<file path="config.mk">
export PLATFORM = sky130hd
export DESIGN_NAME = reg_rr_arbiter
export DESIGN_NICKNAME = d
export VERILOG_FILES = /design/src/rtl/reg_rr_arbiter.sv
export SDC_FILE = /design/constraint.sdc
export NUM_CORES = 1
export LEC_CHECK = 0
export ABC_AREA = 1
export CAP_MARGIN = 10
export CORE_AREA = 4 4 158 160
export DETAILED_ROUTE_END_ITERATION = 10
export DIE_AREA = 0 0 162 164
export PLACE_DENSITY = 0.41
export SETUP_SLACK_MARGIN = 0.1
export SYNTH_ARGS = -nofsm -noshare
export SYNTH_HDL_FRONTEND = slang
export SYNTH_SLANG_ARGS = --single-unit
</file>
<file path="constraint.sdc">
create_clock -name clk_i -period 1.54 [get_ports clk_i]
set_clock_uncertainty 0.15 [all_clocks]
set_input_delay 0.308 -clock clk_i [delete_from_list [all_inputs] [get_ports clk_i]]
set_output_delay 0.308 -clock clk_i [all_outputs]
set_load 0.01 [all_outputs]
</file>
<file path="src/rtl/reg_rr_arbiter.sv">
// reg_rr_arbiter: round-robin arbiter sharing one register-interface slave
// port among NumMasters masters. The grant is held for a whole transaction,
// and priority rotates starting just after the last completed grant.
// Optional feature: define REG_RR_ARBITER_TIMEOUT_EN to abort BUSY
// transactions after TimeoutCycles cycles with an error response.
module reg_rr_arbiter #(
    parameter int NumMasters    = 2,
    parameter int AddrWidth     = 64,
    parameter int DataWidth     = 32,
    parameter int TimeoutCycles = 256
) (
    input  logic                                       clk_i,
    input  logic                                       rst_ni,
    input  logic [NumMasters-1:0]                      mst_valid_i,
    input  logic [NumMasters-1:0]                      mst_write_i,
    input  logic [NumMasters-1:0][AddrWidth-1:0]       mst_addr_i,
    input  logic [NumMasters-1:0][DataWidth-1:0]       mst_wdata_i,
    input  logic [NumMasters-1:0][DataWidth/8-1:0]     mst_wstrb_i,
    output logic [NumMasters-1:0][DataWidth-1:0]       mst_rdata_o,
    output logic [NumMasters-1:0]                      mst_error_o,
    output logic [NumMasters-1:0]                      mst_ready_o,
    output logic                                       slv_valid_o,
    output logic                                       slv_write_o,
    output logic [AddrWidth-1:0]                       slv_addr_o,
    output logic [DataWidth-1:0]                       slv_wdata_o,
    output logic [DataWidth/8-1:0]                     slv_wstrb_o,
    input  logic [DataWidth-1:0]                       slv_rdata_i,
    input  logic                                       slv_error_i,
    input  logic                                       slv_ready_i,
    output logic                                       busy_o,
    output logic [$clog2(NumMasters)-1:0]              grant_o,
    output logic                                       timeout_o
);

    localparam int GW = $clog2(NumMasters);
    localparam logic [GW-1:0] LastIdx = GW'(NumMasters - 1);

    typedef enum logic {IDLE, BUSY} state_e;

    state_e          state_q;
    logic [GW-1:0]   grant_q;
    logic [GW-1:0]   last_grant_q;
    logic [GW-1:0]   pick;
    logic [GW-1:0]   cand;
    logic            found;
    logic            busy;
    logic            gnt_valid;
    logic            done;
    logic            tmo;

    assign busy      = (state_q == BUSY);
    assign gnt_valid = mst_valid_i[grant_q];

    // Round-robin pick: first requester searching upward from last_grant+1, wrapping
    always_comb begin
        pick  = '0;
        found = 1'b0;
        cand  = (last_grant_q == LastIdx) ? '0 : last_grant_q + 1'b1;
        for (int j = 0; j < NumMasters; j++) begin
            if (!found && mst_valid_i[cand]) begin
                pick  = cand;
                found = 1'b1;
            end
            cand = (cand == LastIdx) ? '0 : cand + 1'b1;
        end
    end

`ifdef REG_RR_ARBITER_TIMEOUT_EN
    localparam int CW = $clog2(TimeoutCycles);
    logic [CW-1:0] tmo_cnt_q;

    // Abort only a live request whose slave has not answered; slave ready wins a tie
    assign tmo = busy & gnt_valid & ~slv_ready_i & (tmo_cnt_q == CW'(TimeoutCycles - 1));

    // Count BUSY cycles without completion; held at zero while IDLE so BUSY starts fresh
    always_ff @(posedge clk_i) begin
        if (!rst_ni)            tmo_cnt_q <= '0;
        else if (!busy)         tmo_cnt_q <= '0;
        else if (!(done | tmo)) tmo_cnt_q <= tmo_cnt_q + 1'b1;
    end
`else
    assign tmo = 1'b0;
`endif

    assign slv_valid_o = busy & gnt_valid & ~tmo;
    assign slv_write_o = busy & mst_write_i[grant_q];
    assign slv_addr_o  = busy ? mst_addr_i[grant_q]  : '0;
    assign slv_wdata_o = busy ? mst_wdata_i[grant_q] : '0;
    assign slv_wstrb_o = busy ? mst_wstrb_i[grant_q] : '0;
    assign done        = slv_valid_o & slv_ready_i;
    assign busy_o      = busy;
    assign grant_o     = grant_q;
    assign timeout_o   = tmo;

    // Response steering: only the granted master sees the slave response
    for (genvar g = 0; g < NumMasters; g++) begin : g_mst
        logic sel;
        assign sel            = busy & (grant_q == GW'(g));
        assign mst_ready_o[g] = sel & (done | tmo);
        assign mst_error_o[g] = sel & (tmo | slv_error_i);
        assign mst_rdata_o[g] = (sel & ~tmo) ? slv_rdata_i : '0;
    end

    // Two-state FSM: arbitrate in IDLE, hold the grant through BUSY
    always_ff @(posedge clk_i) begin
        if (!rst_ni) begin
            state_q      <= IDLE;
            grant_q      <= '0;
            last_grant_q <= LastIdx;
        end else begin
            case (state_q)
                IDLE: begin
                    if (|mst_valid_i) begin
                        grant_q <= pick;
                        state_q <= BUSY;
                    end
                end
                BUSY: begin
                    if (done | tmo) begin
                        last_grant_q <= grant_q;
                        state_q      <= IDLE;
                    end else if (!gnt_valid) begin
                        // Master withdrew its request: drop it silently, priority unchanged
                        state_q <= IDLE;
                    end
                end
                default: state_q <= IDLE;
            endcase
        end
    end

endmodule
</file>
==> results of run 1 <==
==> synth_stat cells <==
cell / count / share of area
nand3_1: 5 / 0.012
buf_4: 8 / 0.028
nand2_2: 10 / 0.029
buf_2: 12 / 0.028
nand2_1: 200 / 0.35
nor2_1: 67 / 0.12
inv_4: 1 / 0.0029
o21ai_0: 1 / 0.0023
inv_2: 1 / 0.0017
a21oi_2: 10 / 0.041
inv_1: 36 / 0.063
conb_1: 1 / 0.0017
clkbuf_1: 8 / 0.014
dfxtp_1: 3 / 0.028
a21oi_1: 93 / 0.22
buf_6: 12 / 0.063
buf_8: 1 / 0.0070
==> through the flow <==
step / worst slack, ns / instance area, um2 / std cells / hold WS [ns]
floorplan: 0.0675 / 2320 / 469 / 0.242
global placement: -0.626 / 7110 / 1210 / 0.295
detailed placement: -0.614 / 7110 / 1210 / 0.299
CTS: -0.360 / 7730 / 1250 / 0.305
global route: -0.415 / 7920 / 1260 / 0.335
finish: -0.357 / 7920 / 1260 / 0.303
==> kinds of logic (layout without fill, tap and decap cells) <==
family	Yosys count	count (layout)	share of synthesized area
flops	3	3	0.0278
buf+inv	79	551	0.206
other cells	1	1	0.00174
compound gates	104	104	0.259
simple gates	282	282	0.505
==> cell usage in the layout (no fill, tap or decap), types with 6 or more instances in the layout <==
cell             instances
a21oi_2                 78
buf_12                  24
buf_4                   37
inv_1                   36
nor2_1                  59
buf_6                   25
clkdlybuf4s50_1        239
nand2_4                 31
buf_2                  149
clkdlybuf4s15_2          9
nand2_2                 60
buf_16                  14
nand2_1                119
buf_8                    6
a21oi_1                 22
nor2_2                   6
clkbuf_16                6
==> worst register-to-register path, cell delays in order (launching register included) <==
cell and delay (ns):
dfxtp_4 0.38, inv_8 0.11, buf_4 0.14, nand3_2 0.08, nand2_4 0.10, nand2_1 0.07
buf_4 0.14, nand2_1 0.05, nand3_1 0.05
==> what timing repair did <==
| action | CTS | global route |
|---|---|---|
| pin swaps | 44 | 17 |
| gates cloned | 15 | 4 |
| endpoints found under the hold margin | 0 | 0 |
| setup buffers | 21 | 9 |
| gates resized for setup | 792 | 118 |
| setup endpoints to repair | 173 | 174 |
==> layer usage <==
layer	global-route usage	wire, um	up-vias
met4	0.0285	268	2
met1	0.157	7930	2145
met2	0.297	12300	237
met5	0	13	-
li1	-	-	2398
met3	0.0384	1830	19
==> worst max-delay path by stage <==
stage | startpoint | end
6_report | grant_o | slv_addr_o[34]
4_1_cts | grant_o | slv_addr_o[56]
3_3_place_gp | mst_valid_i[1] | mst_ready_o[0]
5_1_grt | grant_o | slv_addr_o[56]
2_1_floorplan | grant_o | slv_addr_o[31]
3_5_place_dp | mst_valid_i[1] | mst_ready_o[0]
==> power by group through the flow <==
stage	Combinational (mW)	Clock [mW]	Sequential [mW]
2_1_floorplan	0.713	0	0.0925
5_1_grt	2.60	0.437	0.0985
3_5_place_dp	2.13	0	0.0925
4_1_cts	2.36	0.426	0.0951
3_3_place_gp	2.14	0	0.0924
6_report	2.42	0.418	0.0973
==> flip-flops by register name (all words and copies together) (netlist names) <==
| name | flops |
|---|---|
| last_grant_q | 1 |
| grant_o | 1 |
| busy_o | 1 |
==> layout make-up <==
type	instances	area, um2
multi-input combinational	387	2350
inverter	38	155
sequential	3	67.6
tap	319	399
timing repair buffer	509	4870
clock buffer	4	78.8
fill	2627	15500
==> metrics, run 1 <==
status=finished with violations; violated checks=negative setup slack; Max-Cap Viols=0; Final Wtd Congestion=0.777; cell area power density=371 nW/um2; Final Hold Viols=0; worst-path cell chain=inv_8, buf_12, buf_16, clkbuf_16, nand2_1, a21oi_1, buf_2; WL final=22.3 mm; reg2reg end=last_grant_q; Sw Ratio=0.389; die width=~160 um; Layout area overhead=267%; hold depth=2; register area share after synthesis=0.0278; Mapped Nets=709; Critical Path RT=1.08 ns; clk slew on worst S/H paths=0.03 ns; via count=4801; Ports=just over 400; Initial Utilization=0.0922; routed len/inst=about 18 um; Critical-path top delay cell=dfxtp_4; gr ovfl total=0; Final #Nets=1182; Final Cycle Share=1.23; die area=around 27000 um2; CP Buf/Inv Count=5; Row Count=56; detailed router's first-iteration violation count=approximately 120; setup TNS=-43.70 ns; overall power=2.94 mW; Core Util, Final=0.338; global-route wire length before repair=30.1 mm; Hold Buf Count CTS=0; Critical Path Stages=7; Avg Synthesized Cell Area=~4.6 um2; ANT cells=0; initial antenna violation count=1; kind of end point of the critical path=output port; Int Power=roughly 1.8 mW; Core Area=23400 um2; Pleak=approximately 3.9 nW; combinational power share=0.825; largest net degree at the start of global routing=34; Pre-antenna DRT Iters=6; FF-to-FF path depth=8; Final setup viols=171; fraction of layout cells with a size suffix above 1=0.488; Avg Vias per Cell=3.81; DR DRC count=0; critical path class=reg2out; crit path max fanout=7; detailed placer's ending HPWL=16.1 mm; Hold EP=last_grant_q; CP peak stage delay=0.38 ns; delay-heaviest family, CP=buffers and inverters; setup ws final=-0.357 ns; Tot GR Track Use=0.149; Port Buffers=411; fin. max-slew vios=0; clk_lat worst skew=0.23 ns; Peak VDD IR=0.000306 V; internal reg-to-reg setup slack=0.16 ns; Peak Freq=0.527 GHz; post-synthesis cell area=2160 um2; Clock power frac=0.142; number of routed nets with antenna violations=0; Worst Min Path Start=last_grant_q; synth warn=0; RSZ-0062 raised after global routing=true; clk buf depth=2; CTS Sinks=3; fin crit period=between 1.5 and 2 ns; CTS tree=yes; worst r2r src=grant_o; Die H=164 um; # H-tree levels=1; Sw Pwr=1.14 mW; vias in the first global route=4777; Distinct cells, synth=17; sequential power share=0.033; Hold Crit Class=reg2reg; Startpoint Class=register; CP Data Arrival Time=1.44 ns; Synth Instances=469; Num CTS Buffers=3; Root Buffer=clkbuf_16; Seq cells post-synth=3
(Power assumes the default switching activity.)
==> inputs of run 2 (changes only) <==
- CTS_BUF_LIST: unset -> sky130_fd_sc_hd__clkbuf_16
==> run 2 against run 1 <==
The run still ends with negative setup slack left. Sequential power about the same. Via count barely moved. Clock power is 1% lower. Global-route usage unchanged. Power is 0.21% lower. First-iteration DRC count down 3.2%. Fmax is essentially flat. Utilization did not move. Largest cell class unchanged.
==> metrics, run 2 (same netlist as run 1, synthesis figures left out) <==
Final Cycle Share=1.23 (about the same); hold depth=2 (unchanged); detailed placer's ending HPWL=16.1 mm (unchanged); Clock power frac=0.140 (-0.002); Critical Path RT=1.08 ns (about the same); Port Buffers=411 (unchanged); Row Count=56 (unchanged); Final #Nets=1182 (unchanged); Initial Utilization=0.0922 (unchanged); Startpoint Class=register; Final Hold Viols=0 (unchanged); Critical-path top delay cell=dfxtp_4; RSZ-0062 raised after global routing=true; worst-path cell chain=inv_8, buf_12, buf_16, clkbuf_16, nand2_1, a21oi_1, buf_2; Die H=164 um (unchanged); CTS tree=yes; cell area power density=370 nW/um2 (-0.21%); Ports=413 (unchanged); DR DRC count=0 (unchanged); ANT cells=0 (unchanged); DP Cell Count=1210 (unchanged); via count=4800 (-0.021%); # H-tree levels=1 (unchanged); status=finished with violations; crit path max fanout=7 (unchanged); Int Power=1.79 mW (-0.38%); gr ovfl total=0 (unchanged); clk_lat worst skew=0.23 ns (about the same); final non-filler cell total=1260 (unchanged); fin. max-slew vios=0 (unchanged); Critical Path Stages=7 (unchanged); Peak VDD IR=0.000306 V (about the same); setup ws final=-0.357 ns (-0.000490 ns); detailed router's first-iteration violation count=120 (-3.2%); Layout area overhead=267% (unchanged); Pleak=3.86 nW (+0.11%); CP Buf/Inv Count=5 (unchanged); Final Wtd Congestion=0.777 (unchanged); Sw Ratio=0.390 (+0.00103); Avg Vias per Cell=3.81 (about the same); initial antenna violation count=1 (unchanged); clk slew on worst S/H paths=0.03 ns (about the same); combinational power share=0.826 (about the same); Num CTS Buffers=3 (unchanged); number of routed nets with antenna violations=0 (unchanged); most frequent cells in the layout=clkdlybuf4s50_1, buf_2, nand2_1; fin crit period=1.90 ns (+0.000490 ns); Pre-antenna DRT Iters=6 (unchanged); most common cell after layout, fill and taps aside=clkdlybuf4s50_1; Max-Cap Viols=0 (unchanged); critical path class=reg2out; Hold Crit Class=reg2reg; CP peak stage delay=0.38 ns (about the same); Core Area=23400 um2 (unchanged); delay-heaviest family, CP=buffers and inverters; fraction of layout cells with a size suffix above 1=0.488 (unchanged); largest net degree at the start of global routing=34 (unchanged); global-route wire length before repair=30.1 mm (unchanged); CTS Sinks=3 (unchanged); FF-to-FF path depth=8 (unchanged); Sw Pwr=1.15 mW (about the same); kind of end point of the critical path=output port; area post-placement=7110 um2 (unchanged); vias in the first global route=4777 (unchanged); Peak Freq=0.527 GHz (about the same); die area=26600 um2 (unchanged); Tot GR Track Use=0.149 (unchanged); violated checks=negative setup slack; die width=162 um (unchanged); routed len/inst=17.7 um (about the same); Root Buffer=clkbuf_16; WL final=22.3 mm (about the same); sequential power share=0.033 (about the same); clk buf depth=2 (unchanged); CP Data Arrival Time=1.44 ns (about the same); Final setup viols=171 (unchanged); Final Instance Area=7920 um2 (unchanged)
==> run 2: worst reg2reg max path, stage by stage (launching register included) <==
cell and delay (ns):
dfxtp_4 0.38, inv_8 0.11, buf_4 0.14, nand3_2 0.08, nand2_4 0.10, nand2_1 0.07, buf_4 0.14, nand2_1 0.05
nand3_1 0.05
==> run 2: what timing repair did <==
item                                    in CTS  in global routing
pin swaps                                   44                 17
gates resized for setup                    792                118
buffers inserted                            21                  9
gates cloned                                15                  4
hold buffers                                 0                  0
endpoints found under the setup margin     173                174
==> run 2: layout make-up <==
cell class	count	area (um2)
well taps	319	399
repair buffers	509	4870
fillers	2627	15500
multi-input cells	387	2350
inverters	38	155
flip-flops and latches	3	67.6
clock inverters	1	3.75
clock buffers	3	75.1
==> run 2: worst paths after layout <==
| kind | end | slack, ns | startpoint |
|---|---|---|---|
| worst max-delay path | slv_addr_o[34] | -0.36 | grant_o |
| worst min-delay path | last_grant_q | 0.30 | last_grant_q |
| worst max register to register | last_grant_q | 0.16 | grant_o |
| worst min register to register | last_grant_q | 0.30 | last_grant_q |
==> run 2: per-layer routing <==
layer  vias up  global-route usage  wire, um
met5         -                   0        13
li1       2398                   -         -
met3        19              0.0384      1830
met1      2144               0.157      7930
met2       237               0.297     12300
met4         2              0.0285       269
==> run 2: power by group through the flow <==
stage	logic, mW	clock network, mW	registers [mW]
floorplan	0.713	0	0.0925
detailed placement	2.13	0	0.0925
global placement	2.14	0	0.0924
global route	2.60	0.430	0.0985
CTS	2.36	0.419	0.0951
finish	2.42	0.412	0.0973
==> run 2: through the flow <==
stage          worst slack (ns)  hold WS (ns)  total power, mW  TNS, ns   util
2_1_floorplan            0.0675         0.242            0.805        0      -
6_report                 -0.357         0.303             2.93   -43.79  0.338
4_1_cts                  -0.361         0.305             2.88   -47.27  0.330
3_3_place_gp             -0.626         0.295             2.23   -76.12  0.304
5_1_grt                  -0.416         0.335             3.13   -55.58  0.338
3_5_place_dp             -0.614         0.299             2.22   -76.03  0.304
==> inputs of run 3 (changes only) <==
- CAP_MARGIN: 10 -> 20
==> results of run 3 <==
The final DEF is identical to that of run 2; final timing and power are the same.
